File: src/rtl/gnn_feature_combiner.sv
// gnn_feature_combiner: four-lane signed multiply-accumulate over K serial
// feature elements, producing the pre-activation sums y4..y7 for the ReLu stage.
// Ports: clk, reset (sync, active-high), start, in_valid/in_ready handshake,
//   x_in (FW signed), w0..w3 (WW signed weights for y4..y7),
//   y4..y7 (YW signed results), y_valid (one-cycle pulse), busy.
// Build option: GNN_COMBINER_SATURATE_EN selects saturating reduction to YW
//   bits; when undefined the accumulators are truncated (two's-complement wrap).
module gnn_feature_combiner #(
    parameter int K  = 8,
    parameter int FW = 13,
    parameter int WW = 8,
    parameter int YW = 21
) (
    input  logic                 clk,
    input  logic                 reset,
    input  logic                 start,
    input  logic                 in_valid,
    output logic                 in_ready,
    input  logic signed [FW-1:0] x_in,
    input  logic signed [WW-1:0] w0,
    input  logic signed [WW-1:0] w1,
    input  logic signed [WW-1:0] w2,
    input  logic signed [WW-1:0] w3,
    output logic signed [YW-1:0] y4,
    output logic signed [YW-1:0] y5,
    output logic signed [YW-1:0] y6,
    output logic signed [YW-1:0] y7,
    output logic                 y_valid,
    output logic                 busy
);

    localparam int CW = $clog2(K);
    localparam int AW = YW + $clog2(K);
    localparam int PW = FW + WW;
    localparam logic [CW-1:0] LAST = CW'(K - 1);

`ifdef GNN_COMBINER_SATURATE_EN
    localparam logic signed [AW-1:0] SAT_HI =
        {{(AW - YW + 1){1'b0}}, {(YW - 1){1'b1}}};
    localparam logic signed [AW-1:0] SAT_LO =
        {{(AW - YW + 1){1'b1}}, {(YW - 1){1'b0}}};
`endif

    typedef enum logic [1:0] {
        IDLE,
        ACCUM,
        DONE
    } state_t;

    state_t               state;
    logic [CW-1:0]        count;
    logic signed [AW-1:0] acc  [4];
    logic signed [WW-1:0] w    [4];
    logic signed [PW-1:0] prod [4];

    assign w[0] = w0;
    assign w[1] = w1;
    assign w[2] = w2;
    assign w[3] = w3;

    // Size casts on signed operands sign-extend, so the product is exact.
    always_comb begin
        for (int i = 0; i < 4; i++) begin
            prod[i] = PW'(x_in) * PW'(w[i]);
        end
    end

    function automatic logic signed [YW-1:0] reduce(
        input logic signed [AW-1:0] a
    );
`ifdef GNN_COMBINER_SATURATE_EN
        if (a > SAT_HI) begin
            return SAT_HI[YW-1:0];
        end else if (a < SAT_LO) begin
            return SAT_LO[YW-1:0];
        end else begin
            return a[YW-1:0];
        end
`else
        return a[YW-1:0];
`endif
    endfunction

    always_ff @(posedge clk) begin
        if (reset) begin
            state    <= IDLE;
            count    <= '0;
            in_ready <= 1'b0;
            busy     <= 1'b0;
            y_valid  <= 1'b0;
            y4       <= '0;
            y5       <= '0;
            y6       <= '0;
            y7       <= '0;
            for (int i = 0; i < 4; i++) begin
                acc[i] <= '0;
            end
        end else begin
            y_valid <= 1'b0;
            unique case (state)
                IDLE: begin
                    if (start) begin
                        state    <= ACCUM;
                        count    <= '0;
                        in_ready <= 1'b1;
                        busy     <= 1'b1;
                        for (int i = 0; i < 4; i++) begin
                            acc[i] <= '0;
                        end
                    end
                end
                ACCUM: begin
                    if (in_valid && in_ready) begin
                        for (int i = 0; i < 4; i++) begin
                            acc[i] <= acc[i] + AW'(prod[i]);
                        end
                        if (count == LAST) begin
                            state    <= DONE;
                            in_ready <= 1'b0;
                        end else begin
                            count <= count + CW'(1);
                        end
                    end
                end
                DONE: begin
                    y4      <= reduce(acc[0]);
                    y5      <= reduce(acc[1]);
                    y6      <= reduce(acc[2]);
                    y7      <= reduce(acc[3]);
                    y_valid <= 1'b1;
                    busy    <= 1'b0;
                    state   <= IDLE;
                end
                default: begin
                    state    <= IDLE;
                    in_ready <= 1'b0;
                    busy     <= 1'b0;
                end
            endcase
        end
    end

endmodule

File: config.mk
export PLATFORM = sky130hd
export DESIGN_NAME = gnn_feature_combiner
export DESIGN_NICKNAME = d
export VERILOG_FILES = /design/src/rtl/gnn_feature_combiner.sv
export SDC_FILE = /design/constraint.sdc
export NUM_CORES = 1
export LEC_CHECK = 0
export CORE_MARGIN = 3
export CORE_UTILIZATION = 46
export CTS_BUF_LIST = sky130_fd_sc_hd__clkbuf_2 sky130_fd_sc_hd__clkbuf_4 sky130_fd_sc_hd__clkbuf_8
export DETAILED_ROUTE_END_ITERATION = 7
export GPL_ROUTABILITY_DRIVEN = 0
export REMOVE_ABC_BUFFERS = 1
export SYNTH_ARGS = -nofsm -noshare
export SYNTH_HDL_FRONTEND = slang
export SYNTH_SLANG_ARGS = --single-unit
File: constraint.sdc
create_clock -name clk -period 7.1 [get_ports clk]
set_input_delay 1.065 -clock clk [delete_from_list [all_inputs] [get_ports clk]]
set_output_delay 1.065 -clock clk [all_outputs]
set_load 0.1 [all_outputs]
# Yosys cells after proc, flatten, opt, wreduce, memory -nomap -nowiden
# Memories as Yosys holds them, arrays and structs flattened.
# Index checks and enable logic that the tools add are counted.
# totals
ff_bits,92
mem_bits_rw,96
output_inout_bits,87
n_memories,1
# classes
add_sub_neg,5
mul,4
n_eq_ne,7
muxes,32
bitwise_logic,10
n_reduce_logical,7
# memory_table
name,words,width,read_ports,rd_clocked_by_memory_dff,write_ports,line,rtl
acc,4,24,4,0,4,52,logic signed [AW-1:0] acc [4];
# op_table
cell,n
24-bit two-way mux,8
24-bit by 21-bit adder with 24-bit output,4
13-bit by 8-bit multiplier with 21-bit output,4
1-bit two-way mux,14
3-bit two-way mux,3
"2-bit != test, second input constant",4
1-bit bitwise OR,8
4-bit AND reduction,2
2-bit two-way mux,3
3-bit one-hot mux with 2 select lines,1
2-bit one-hot mux with 2 select lines,1
"3-bit by 1-bit adder with 3-bit output, second input constant",1
"3-bit equality test, second input constant",1
1-bit one-hot mux with 3 select lines,1
3-bit AND reduction,1
"2-bit by 1-bit equality test with 1-bit output, second input constant",1
"2-bit equality test, second input constant",1
2-bit logical NOT,1
1-bit inverter,2
1-bit one-hot mux with 2 select lines,1
2-bit AND reduction,1
2-bit nonzero test,1
1-bit logical AND,1

# Logic depth before layout (Yosys ltp)
# logic_depth
ltp_word,6
depth_mapped,20

# Worst setup path after synthesis
# OpenSTA, ideal clock, no wires.
# synth_timing
path_type,input to register
startpoint,input port x_in[12]
endpoint,memory acc[0][20] (netlist name) (data pin)
arrival_ps,5560
t_required_ps,6839
slack_ps,1279
cell_stages,15
n_path_buf,1
path_cell_list,clkbuf_1 > and2_1 > fa_1 > fa_1 > fa_1 > fa_1 > ha_1 > ha_1 > and4_1 > o211a_1 > a211oi_2 > o311ai_2 > a2111oi_1 > or3_1 > a21oi_1
# synth_lines
element,line,rtl
from (decl),19,"input logic signed [FW-1:0] x_in,"
to (decl),52,

==> impl_metrics.env <==
export IMPL_maxSlewHeadroom_pct=27.7
export IMPL_io_buffer_count=135
export IMPL_cp_end_kind="flop"
export IMPL_yosys_area_top_type="fa_1"
export IMPL_start_util_pct=47.1
export IMPL_viasPerCell=5.18
export IMPL_cp_max_fo=20
export IMPL_power_per_cell_area_nw_per_um2=335
export IMPL_fp_dieW_um=231
export IMPL_cts_tree="done"
export IMPL_hold_violations=0
export IMPL_numClockSinks=176
export IMPL_ff2ff_setup_slack_ns=1.93
export IMPL_root_buffer="clkbuf_8"
export IMPL_vias=16800
export IMPL_final_cell_mix="inv_1 (428), fa_1 (424), nand2_1 (344), and2_1 (232), ha_1 (190)"
export IMPL_die_y_um=231
export IMPL_routed_top_layer="met4"
export IMPL_rows=81
export IMPL_grt_usage_pct=23.2
export IMPL_path_cells="clkdlybuf4s50_1 -> buf_4 -> and2_1 -> fa_1 -> inv_1 -> fa_1 -> inv_1 -> fa_1 -> fa_1 -> fa_1 -> ha_1 -> a21oi_1 -> o22ai_1 -> o31ai_2 -> o211ai_1 -> a31oi_1 -> xor2_1 -> nor2_1"
export IMPL_synth_cells=2482
export IMPL_grt_pass1_vias=18300
export IMPL_nFillCells=4744
export IMPL_rsz0062_at_grt="false"
export IMPL_cp_common_cell="fa_1"
export IMPL_tns_ns=0
export IMPL_cp_buffers_inverters=4
export IMPL_hold_buffers=0
export IMPL_utilization_pct=52.4
export IMPL_yosys_top_cells_area="fa_1 (36%), ha_1 (10%), dfxtp_1 (9.7%)"
export IMPL_wl_per_cell_um=17.8
export IMPL_critPathTopFamily="adder cells"
export IMPL_ys_seq_area_share_pct=17.8
export IMPL_wl_met2_um=27900
export IMPL_wl_met3_um=2680
export IMPL_stdcell_area_sq_um=25900
export IMPL_grt_max_degree=86
export IMPL_final_common_cell="inv_1"
export IMPL_core_area_sq_um=49500
export IMPL_cp_data_arrival_time_ns=6.50
export IMPL_tightest_slew_ns=1.08
export IMPL_dp_cells=3215
export IMPL_cts_clk_slew_worst_paths_ns=0.11
export IMPL_htreeDepth=4
export IMPL_synth_top_flop_cell="dfxtp_1"
export IMPL_timing_final_crit_share_pct=87.1
export IMPL_drt_iter0_drc=1002
export IMPL_max_freq_ghz=0.162
export IMPL_antenna_found_initial=3
export IMPL_min_path_type="flop to flop"
export IMPL_ys_types=65
export IMPL_crit_required_ns=7.42
export IMPL_drive_gt1_share_pct=3.91
export IMPL_cp_slowest_stage_delay_ns=0.66
export IMPL_p_leak_nw=12.1
export IMPL_grt_ovfl_total=0
export IMPL_cts_buffer_depth=2
export IMPL_peakVddDrop_uv=289
export IMPL_die_area_sq_um=53400
export IMPL_drtAntennaViolNets=0
export IMPL_totalWireLength_um=57900
export IMPL_ys_ff_latch=176
export IMPL_numCtsBuffers=17
export IMPL_synth_area_sq_um=23300
export IMPL_hpwlAfterDp_um=45600
export IMPL_yosysWarningCount=0
export IMPL_grt_first_pass_wirelength_um=96800
export IMPL_critPathKind="input port to flop"
export IMPL_fin_cells=3247
export IMPL_syn_area_per_cell_sq_um=9.39
export IMPL_syn_to_final_growth_pct=11.3
export IMPL_fin_nets=3233
export IMPL_maxCapViolCount=0
export IMPL_placed_area_sq_um=25500
export IMPL_setup_viol=0
export IMPL_worst_skew_pair_late_latency_ns=0.57
export IMPL_io_pins=136
export IMPL_cts_setup_buffers=0
export IMPL_m1WireLength_um=26100
export IMPL_finClkSkew_ns=0.0205
export IMPL_synth_top_area_share_pct=36.4
export IMPL_period_minus_slack_ns=6.19
export IMPL_cp_slowest_cell="clkdlybuf4s50_1"
export IMPL_firstDrtPassIters=5
export IMPL_cts_resized_gates=0
export IMPL_start_kind="input port"
export IMPL_maxSlewViolCount=0
export IMPL_outcome="finished clean"
export IMPL_async_flop_share_pct=0
export IMPL_drc=0
export IMPL_synth_edff_count=63
power by group:
group | internal, mW | switching, mW | leakage, nW
Sequential | 1.09 | 0.0388 | 1.60
Combinational | 2.94 | 3.79 | 10.3
Clock | 0.387 | 0.434 | 0.214
Total | 4.42 | 4.27 | 12.1
per-stage QoR:
stage	hold WS [ns]	setup WS [ns]	power (mW)
2_1_floorplan	0.426	1.49	6.35
3_3_place_gp	0.441	0.410	7.67
3_5_place_dp	0.446	0.308	7.81
4_1_cts	0.459	0.955	8.72
5_1_grt	0.473	0.637	9.70
6_report	0.455	0.915	8.68
cell families after synthesis:
family | synth area share (%)
simple gates | 16.3
fa+ha+maj | 46.6
buf+inv | 8.83
compound gates | 7.27
flops | 17.8
xor+xnor | 3.12
mux | 0.0430
worst min-delay path: stages (launching register included):
cell     delay (ns)
dfxtp_1        0.32
nand2_1        0.05
a21oi_1        0.05
sequential cells by signal (all words and copies together) (netlist names):
name      flops
y4           21
busy          1
y6           21
state         2
acc          84
in_ready      1
y5           21
y_valid       1
y7           21
count         3
routing by layer:
layer,global-route usage (%),vias up
met3,3.66,59
li1,-,7810
met1,31.7,8613
met4,6.91,0
met5,0,-
met2,38.5,344
cells in the mapped netlist (all sizes together) (2+ instances only):
master,instances
inv,429
fa,424
nand2,345
and2,232
ha,190
a21oi,142
dfxtp,113
nor2,108
clkbuf,102
xnor2,65
edfxtp,63
o21ai,34
nand2b,25
and3,21
a21o,20
xor2,18
o21a,16
nor3,13
a211oi,12
buf,12
nand3,12
a31oi,8
or2,8
or3,7
o21bai,6
nor2b,5
o211ai,5
o22ai,5
o31ai,5
a211o,4
a2111oi,3
nand4,3
nor3b,3
o31a,3
a21boi,2
and4,2
o221ai,2
o311ai,2
or4,2
worst paths after layout:
path                                start         end  cells past startpoint
worst min-delay path                y4[8]       y4[8]                      2
worst max-delay path              x_in[4]  acc[1][19]                     18
worst min register to register      y4[8]       y4[8]                      2
worst max register to register  acc[3][4]  acc[3][20]                     18
layout make-up:
cell class | count | area, sq um | area share (%)
timing repair buffer | 183 | 1780 | 6.88
sequential | 176 | 4150 | 16.0
multi-input combinational | 1762 | 17100 | 66.0
antenna | 1 | 2.50 | 0.00965
tap | 664 | 831 | 3.21
inverter | 430 | 1610 | 6.23
clock inverter | 13 | 185 | 0.714
clock buffer | 18 | 241 | 0.932
Power figures use the tool's default switching activity.
